**src/rtl/pipeline_hazard_ctrl_if.sv**
```systemverilog
// Decode-side handshake bundle for the hazard/forwarding controller.
// master = decode/datapath side, slave = pipeline_hazard_ctrl.
interface pipeline_hazard_ctrl_if;
  logic        validD;
  logic [3:0]  rs1D;
  logic [3:0]  rs2D;
  logic [3:0]  rdD;
  logic        reg_writeD;
  logic        mem_readD;
  logic        branchD;
  logic        takenD;
  logic        mem_busy;
  logic        stallF;
  logic        stallD;
  logic        bubbleE;
  logic        flushD;
  logic        stallE;
  logic        stallM;
  logic [1:0]  fwd1D;
  logic [1:0]  fwd2D;
  logic [1:0]  fwdAE;
  logic [1:0]  fwdBE;
  logic [15:0] stall_count;

  modport master (
    output validD, rs1D, rs2D, rdD,
    output reg_writeD, mem_readD,
    output branchD, takenD, mem_busy,
    input  stallF, stallD, bubbleE, flushD,
    input  stallE, stallM,
    input  fwd1D, fwd2D, fwdAE, fwdBE,
    input  stall_count
  );

  modport slave (
    input  validD, rs1D, rs2D, rdD,
    input  reg_writeD, mem_readD,
    input  branchD, takenD, mem_busy,
    output stallF, stallD, bubbleE, flushD,
    output stallE, stallM,
    output fwd1D, fwd2D, fwdAE, fwdBE,
    output stall_count
  );
endinterface

```
**src/rtl/pipeline_hazard_ctrl.sv**
```systemverilog
// Hazard/forwarding controller: tracks E/M/W destinations, detects
// load-use and branch hazards, drives stall/bubble/flush/fwd selects.
// Ports: clk, reset (sync, active-high), hz (slave side of the bundle).
module pipeline_hazard_ctrl (
  input  logic clk,
  input  logic reset,
  pipeline_hazard_ctrl_if.slave hz
);

  typedef struct packed {
    logic       valid;
    logic [3:0] rd;
    logic [3:0] rs1;
    logic [3:0] rs2;
    logic       rw;
    logic       ld;
  } ent_t;

  ent_t        e_q, m_q, w_q;
  ent_t        e_d, m_d, w_d;
  logic [15:0] cnt_q, cnt_d;

  logic freeze, run, lu, br, hazard;
  logic stall_o;

  function automatic logic hit(ent_t x, logic [3:0] a);
    return x.valid & x.rw & (x.rd == a);
  endfunction

  // Producer in M that is a load has no result yet; skip to W.
  function automatic logic [1:0] fsel(
    ent_t m, ent_t w, logic [3:0] a, logic en
  );
    logic [1:0] s;
    s = 2'b00;
    priority case (1'b1)
      !en:                    s = 2'b00;
      hit(m, a) && !m.ld:     s = 2'b01;
      hit(w, a):              s = 2'b10;
      default:                s = 2'b00;
    endcase
    return s;
  endfunction

  always_comb begin
    run    = ~reset;
    freeze = hz.mem_busy;
    lu = hz.validD & e_q.ld &
         (hit(e_q, hz.rs1D) | hit(e_q, hz.rs2D));
    br = hz.validD & hz.branchD &
         (hit(e_q, hz.rs1D) | hit(e_q, hz.rs2D) |
          (m_q.ld & (hit(m_q, hz.rs1D) |
                     hit(m_q, hz.rs2D))));
    hazard  = lu | br;
    stall_o = run & (freeze | hazard);

    hz.stallF  = stall_o;
    hz.stallD  = stall_o;
    hz.stallE  = run & freeze;
    hz.stallM  = run & freeze;
    hz.bubbleE = run & ~freeze & hazard;
    hz.flushD  = run & ~freeze & ~hazard &
                 hz.validD & hz.branchD & hz.takenD;

    hz.fwd1D = fsel(m_q, w_q, hz.rs1D, run & hz.validD);
    hz.fwd2D = fsel(m_q, w_q, hz.rs2D, run & hz.validD);
    hz.fwdAE = fsel(m_q, w_q, e_q.rs1, run & e_q.valid);
    hz.fwdBE = fsel(m_q, w_q, e_q.rs2, run & e_q.valid);
    hz.stall_count = run ? cnt_q : 16'h0000;
  end

  always_comb begin
    e_d = e_q;
    m_d = m_q;
    w_d = w_q;
    if (!freeze) begin
      w_d = m_q;
      m_d = e_q;
      if (hazard) e_d = '0;
      else begin
        e_d.valid = hz.validD;
        e_d.rd    = hz.rdD;
        e_d.rs1   = hz.rs1D;
        e_d.rs2   = hz.rs2D;
        e_d.rw    = hz.reg_writeD;
        e_d.ld    = hz.mem_readD;
      end
    end
    cnt_d = cnt_q;
    if (stall_o && cnt_q != 16'hFFFF)
      cnt_d = cnt_q + 16'd1;
  end

  always_ff @(posedge clk) begin
    if (reset) begin
      e_q   <= '0;
      m_q   <= '0;
      w_q   <= '0;
      cnt_q <= '0;
    end else begin
      e_q   <= e_d;
      m_q   <= m_d;
      w_q   <= w_d;
      cnt_q <= cnt_d;
    end
  end

  // Source fields of M/W are kept for debug visibility only.
  logic unused_fields;
  assign unused_fields = ^{m_q.rs1, m_q.rs2,
                           w_q.rs1, w_q.rs2, w_q.ld};

endmodule

```
**src/flat_wrapper.sv**
```systemverilog
// flat-port wrapper written by rule: the top's interface ports become plain ports
module pipeline_hazard_ctrl_flat 
  (clk, reset, hz_validD, hz_rs1D, hz_rs2D, hz_rdD, hz_reg_writeD, hz_mem_readD, hz_branchD, hz_takenD, hz_mem_busy, hz_stallF, hz_stallD, hz_bubbleE, hz_flushD, hz_stallE, hz_stallM, hz_fwd1D, hz_fwd2D, hz_fwdAE, hz_fwdBE, hz_stall_count);
  pipeline_hazard_ctrl_if hz_i ();
  input  logic clk;
  input  logic reset;
  input wire logic [$bits(hz_i.validD)-1:0] hz_validD;
  input wire logic [$bits(hz_i.rs1D)-1:0] hz_rs1D;
  input wire logic [$bits(hz_i.rs2D)-1:0] hz_rs2D;
  input wire logic [$bits(hz_i.rdD)-1:0] hz_rdD;
  input wire logic [$bits(hz_i.reg_writeD)-1:0] hz_reg_writeD;
  input wire logic [$bits(hz_i.mem_readD)-1:0] hz_mem_readD;
  input wire logic [$bits(hz_i.branchD)-1:0] hz_branchD;
  input wire logic [$bits(hz_i.takenD)-1:0] hz_takenD;
  input wire logic [$bits(hz_i.mem_busy)-1:0] hz_mem_busy;
  output wire logic [$bits(hz_i.stallF)-1:0] hz_stallF;
  output wire logic [$bits(hz_i.stallD)-1:0] hz_stallD;
  output wire logic [$bits(hz_i.bubbleE)-1:0] hz_bubbleE;
  output wire logic [$bits(hz_i.flushD)-1:0] hz_flushD;
  output wire logic [$bits(hz_i.stallE)-1:0] hz_stallE;
  output wire logic [$bits(hz_i.stallM)-1:0] hz_stallM;
  output wire logic [$bits(hz_i.fwd1D)-1:0] hz_fwd1D;
  output wire logic [$bits(hz_i.fwd2D)-1:0] hz_fwd2D;
  output wire logic [$bits(hz_i.fwdAE)-1:0] hz_fwdAE;
  output wire logic [$bits(hz_i.fwdBE)-1:0] hz_fwdBE;
  output wire logic [$bits(hz_i.stall_count)-1:0] hz_stall_count;
  assign hz_i.validD = hz_validD;
  assign hz_i.rs1D = hz_rs1D;
  assign hz_i.rs2D = hz_rs2D;
  assign hz_i.rdD = hz_rdD;
  assign hz_i.reg_writeD = hz_reg_writeD;
  assign hz_i.mem_readD = hz_mem_readD;
  assign hz_i.branchD = hz_branchD;
  assign hz_i.takenD = hz_takenD;
  assign hz_i.mem_busy = hz_mem_busy;
  assign hz_stallF = hz_i.stallF;
  assign hz_stallD = hz_i.stallD;
  assign hz_bubbleE = hz_i.bubbleE;
  assign hz_flushD = hz_i.flushD;
  assign hz_stallE = hz_i.stallE;
  assign hz_stallM = hz_i.stallM;
  assign hz_fwd1D = hz_i.fwd1D;
  assign hz_fwd2D = hz_i.fwd2D;
  assign hz_fwdAE = hz_i.fwdAE;
  assign hz_fwdBE = hz_i.fwdBE;
  assign hz_stall_count = hz_i.stall_count;
  pipeline_hazard_ctrl u_core (.clk(clk), .reset(reset), .hz(hz_i));
endmodule
```
**config.mk**
```make
export PLATFORM = sky130hd
export DESIGN_NAME = pipeline_hazard_ctrl_flat
export DESIGN_NICKNAME = d
export VERILOG_FILES = /design/src/rtl/pipeline_hazard_ctrl_if.sv /design/src/rtl/pipeline_hazard_ctrl.sv /design/src/flat_wrapper.sv
export SDC_FILE = /design/constraint.sdc
export NUM_CORES = 1
export LEC_CHECK = 0
export ABC_CLOCK_PERIOD_IN_PS = 2890
export CORE_MARGIN = 2
export CORE_UTILIZATION = 50
export DETAILED_ROUTE_END_ITERATION = 12
export PLACE_DENSITY = 0.79
export SYNTH_ARGS = -nofsm -noshare
export SYNTH_HDL_FRONTEND = slang
export SYNTH_SLANG_ARGS = --single-unit
```
**constraint.sdc**
```tcl
create_clock -name clk -period 2.89 [get_ports clk]
set_clock_uncertainty 0.2 [all_clocks]
set_input_delay 0.4335 -clock clk [delete_from_list [all_inputs] [get_ports clk]]
set_output_delay 0.4335 -clock clk [all_outputs]
set_load 0.1 [all_outputs]
```
==> flow_summary.toml, run 1 <==
[outcome]
outcome = "finished, final reports clean"

[pwr]
peakVddDrop_mv = 0.331
power_density_nw_per_um2 = 389
p_leak_nw = 1.43

[clock_network]
clk-insertion-delay-late_ps = 300
cts_buffer_depth = 2
cts_tree = "yes"
holdBufCountCts = 0
cts_root_buffer = "clkbuf_8"
cts_max_level = 2
cts_buffers = 5
numClockSinks = 44
cts.clk_slew.worst_paths_ps = 80

[sta]
worst_pin_slew_ps = 402
relSlewSlack_pct = 73.2
max_freq_mhz = 353
hold_violations = 0
setup_viol = 0
slew_viol_final = 0
fin_crit_ps = 2830
rsz0062_at_grt = "true"
finalCritPeriodShare_pct = 98.1

[finish]
drive_gt1_share_pct = 27.1
area_growth_pct = 37.8
diodes = 0
nFillCells = 368
fin_cells = 403
layout_commonest_cell = "dfxtp_1"
layout_common_cells = "dfxtp_1 (41), buf_4 (35), nor2_1 (31), xnor2_1 (24)"
fin_area_um2 = 3510
nets = 356

[min_path]
min_path_type = "in2reg"

[yosys]
synthFlopType = "dfxtp_1"
syn-cell-area_um2 = 2550
yosysWarningCount = 0
netlist_instances = 280
synth_top_area_share_pct = 34.5
synth_edf_count = 0
synth_seq_cells = 44
yosysTopAreaCell = "dfxtp_1"
synthTopCellsByArea = "dfxtp_1 (35%), xnor2_1 (8.2%), xor2_1 (5.5%)"
syn-num-nets = 301
yosys.cell_types.count = 43
ys_async_sr_fraction_pct = 0
synth-seq-area-share_pct = 34.5
avgSynthCellArea_um2 = 9.11

[routing]
avgViaCountPerCell = 5.48
ant_nets = 0
dr.pass1.iters = 4
drtIter0Drc = 141
dr_total_vias = 2208
drcViolationCount = 0
route.detailed.wl_per_inst_um = 15.6
drt-total-wl_um = 6270

[grt]
antenna_found_initial = 0
grt_pass1_vias = 2098
grt-ovfl-total = 0
grt_max_degree = 42
track_usage_pct = 24.0
grt_pass1_wl_um = 10300

[worst_setup_path]
worstPathRequired_ps = 2260
cp_max_fo = 4
startpoint_type = "flop"
worstSetupPathType = "reg2out"
crit_arrival_ps = 2200
worstSetupEndpointType = "output port"

[floorplanning]
boundaryPins = 50
die_area_um2 = 5690
num_rows = 25
die_h_um = 75.4
die_w_um = 75.4
core_um2 = 4820
start_util_pct = 53.0

[placement]
gp_congestion = 0.882
dp_cells = 394
portBuffers = 49
placed_area_um2 = 3350
dpl.hpwl_um = 4560

[run]
drv_cap = 0
-- per-stage QoR --
stage               power [mW]  hold slack, ps  util (%)  setup slack (ps)  TNS, ps
finish                    1.37             281      73.0              55.3        0
global route              1.42             297      73.0             -18.4    -18.4
CTS                       1.38             274      72.7              13.5        0
detailed placement       0.903             309      69.6              -224    -1760
global placement         0.899             297      69.6              -141     -937
floorplan                0.815             283         -              -631    -1260
-- final timing paths --
check            startpoint               end  slack, ps  cells past startpoint
max          u_core.m_q[12]         hz_flushD         60                      7
min                   reset    u_core.w_q[14]        280                      2
max reg2reg  u_core.e_q[10]  u_core.cnt_q[14]        450                      6
min reg2reg  u_core.m_q[14]    u_core.w_q[14]        340                      2
-- timing repair --
action	4_1_cts	5_1_grt
setup endpoints to repair	4	3
resized for setup	16	5
hold endpoints to repair	0	0
pin swaps	4	4
setup buffers	2	0
-- state kept, by name, indices dropped and copies added, names as in the netlist --
| name | flops |
|---|---|
| u_core.e_q | 15 |
| u_core.w_q | 6 |
| u_core.cnt_q | 16 |
| u_core.m_q | 7 |
-- critical path, cell delays in order, from the launching register on --
cell and delay [ps]:
dfxtp_2 410, xor2_1 220, nor3_2 80, a32o_2 290, a31o_4 220, a211oi_4 240
and4_4 260, buf_12 170
-- power by group --
group / switching, mW / internal, mW / total [mW]
sequential: 0.0268 / 0.625 / 0.652
combinational: 0.134 / 0.111 / 0.245
clock: 0.215 / 0.257 / 0.471
-- cells in the mapped netlist (all sizes together), types with 4 or more instances --
cell type and n:
dfxtp 44, nor2 36, xnor2 24, xor2 16, a22o 15, nor2b 15
buf 13, mux2 13, mux2i 13, nor3 11, nor4 11, clkbuf 10
nand3 10, nand2 8, nand4 6, nor4b 4
-- metal layers --
layer / share of wire [%] / wire, µm / GRT usage (%) / vias up
met5: 0 / 0 / 0 / -
li1: - / - / - / 1086
met2: 50 / 3150 / 39.4 / 64
met3: 4.9 / 307 / 3.44 / 14
met4: 1.8 / 115 / 8.77 / 0
met1: 43 / 2700 / 32.1 / 1044
-- kinds of logic (layout without fill, tap and decap cells) --
kind of cell	after synthesis	after routing	share of synthesized area, %
AND/OR/NAND/NOR	116	116	24.6
flip-flops	44	44	34.5
XOR/XNOR	40	40	13.7
AO/OA/AOI/OAI	27	27	9.86
multiplexers	26	26	11.3
buffers and inverters	26	82	5.49
adder cells (fa/ha/maj)	1	1	0.490
-- cell type report --
cell class                 instances  area (µm²)  share of cell area (%)
inverter                           3        11.3                   0.320
clock inverter                     2        35.0                   0.997
clock buffer                       6        72.6                    2.06
timing repair buffer              71         759                    21.6
sequential                        44         885                    25.2
tap                               67        83.8                    2.39
multi-input combinational        210        1670                    47.5
Power figures use the tool's default switching activity.
==> run 2, diff against run 1 <==
- ABC_CLOCK_PERIOD_IN_PS: 2890 -> unset
- SETUP_SLACK_MARGIN: unset -> 0.15
- TNS_END_PERCENT: unset -> 5
==> flow_summary.toml, run 2 (synthesis results as in run 1) <==
[routing]
drtIter0Drc = 173
dr_total_vias = 2250
drt-total-wl_um = 6340
dr.pass1.iters = 4
avgViaCountPerCell = 5.57
ant_nets = 0
drcViolationCount = 0
route.detailed.wl_per_inst_um = 15.7

[worst_setup_path]
r2r_setup_slack_ps = 360
cp_max_fo = 3
rr_worst_depth = 8
worst_path_max_delay_cell = "and4_4"
startpoint_type = "input port"
worstSetupPathType = "in2out"
worstPathRequired_ps = 2260
worstSetupEndpointType = "output port"
crit_arrival_ps = 2140
cpPeakStageDelay_ps = 270
path_cells = "clkdlybuf4s15_2 > buf_6 > xnor2_1 > nand4_1 > o41ai_2 > buf_4 > a31o_4 > a211oi_4 > and4_4 > buf_12"

[min_path]
holdPathStages = 2
min_path_type = "in2reg"

[floorplanning]
boundaryPins = 50
core_um2 = 4820
die_w_um = 75.4
start_util_pct = 53.0
die_area_um2 = 5690
num_rows = 25
die_h_um = 75.4

[pwr]
p_leak_nw = 1.44
power_density_nw_per_um2 = 351
peakVddDrop_mv = 0.271
power_mw = 1.26

[placement]
placed_area_um2 = 3400
dpl.hpwl_um = 4760
portBuffers = 49
gp_congestion = 0.911
dp_cells = 394

[finish]
multi_input_area_um2 = 1640
drive_gt1_share_pct = 29.7
fin_area_um2 = 3590
top_register = "u_core.cnt_q"
area_growth_pct = 40.8
largest_reg_flops = 16
layout_commonest_cell = "dfxtp_1"
nets = 358
seq_area_um2 = 895
layout_common_cells = "dfxtp_1 (39), nor2_1 (34), buf_4 (26), xnor2_1 (24), buf_12 (23)"
reg_top3 = "u_core.cnt_q x16, u_core.e_q x15, u_core.m_q x7"
nFillCells = 350
diodes = 0
fin_cells = 404

[run]
drv_cap = 0

[sta]
rsz0062_at_grt = "true"
fin_crit_ps = 2770
fin_hold_ws_ps = 298
setup_viol = 0
slew_viol_final = 0
setup_tns_ps = 0
worst_pin_slew_ps = 565
finalCritPeriodShare_pct = 95.9
relSlewSlack_pct = 62.2
hold_violations = 0
max_freq_mhz = 361

[clock_network]
clk-insertion-delay-late_ps = 290
cts_tree = "yes"
numClockSinks = 44
cts_root_buffer = "clkbuf_8"
cts_buffers = 5
cts_max_level = 2
cts.clk_slew.worst_paths_ps = 80
holdBufCountCts = 0
cts_buffer_depth = 2

[grt]
grt_pass1_vias = 2314
grt_max_degree = 40
track_usage_pct = 24.5
antenna_found_initial = 0
grt-ovfl-total = 0
grt_pass1_wl_um = 10600

[outcome]
outcome = "finished, final reports clean"
-- run 2: cell types whose count changed in the layout (fill, tap and decap cells not counted), moves of 4 or more --
cell           delta
buf_4             -9
nor4_2            +4
nor4_4            -4
buf_12            +8
dlygate4sd2_1     -6
-- run 2: worst max-delay path, delay by kind of cell --
kind            cells  cell delay, ps
buf+inv             4             670
xor+xnor            1             130
simple gates        2             380
compound gates      3             530
-- run 2: layout make-up --
class	instances	share of cell area [%]
Inverter	3	0.314
Multi-Input combinational cell	210	45.6
Timing Repair Buffer	73	24.7
Sequential cell	44	24.9
Clock buffer	6	2.02
Tap cell	67	2.33
Clock inverter	1	0.139
-- run 2: routing by layer --
| metal | GRT usage [%] | part of all wire [%] |
|---|---|---|
| met1 | 29.9 | 42 |
| met2 | 43.3 | 52 |
| met3 | 4.37 | 4.1 |
| met4 | 8.58 | 2.0 |
| met5 | 0 | 0 |
-- run 2: stage by stage --
| step | util (%) | setup slack (ps) |
|---|---|---|
| after global routing | 74.5 | 93.1 |
| final | 74.5 | 117 |
| after global placement | 70.7 | -138 |
| after detailed placement | 70.7 | -212 |
| after floorplan | - | -631 |
| after CTS | 74.2 | 150 |
-- run 2: worst paths after layout --
path	startpoint	endpoint
hold / removal	reset	u_core.m_q[10]
hold reg to reg	u_core.m_q[1]	u_core.m_q[1]
setup reg to reg	u_core.m_q[13]	u_core.cnt_q[3]
setup / recovery	hz_rs1D[1]	hz_flushD
-- run 2: timing repair --
item	CTS	global route
endpoints found under the setup margin	5	6
resized for setup	37	7
setup buffers	3	0
cloned	0	0
pin swaps	8	3
endpoints found under the hold margin	0	0
-- run 2: report_power, final --
part | switching, mW | total [mW] | internal [mW]
clock | 0.201 | 0.366 | 0.165
combinational | 0.131 | 0.244 | 0.113
sequential | 0.0267 | 0.650 | 0.624
total | 0.360 | 1.26 | 0.901
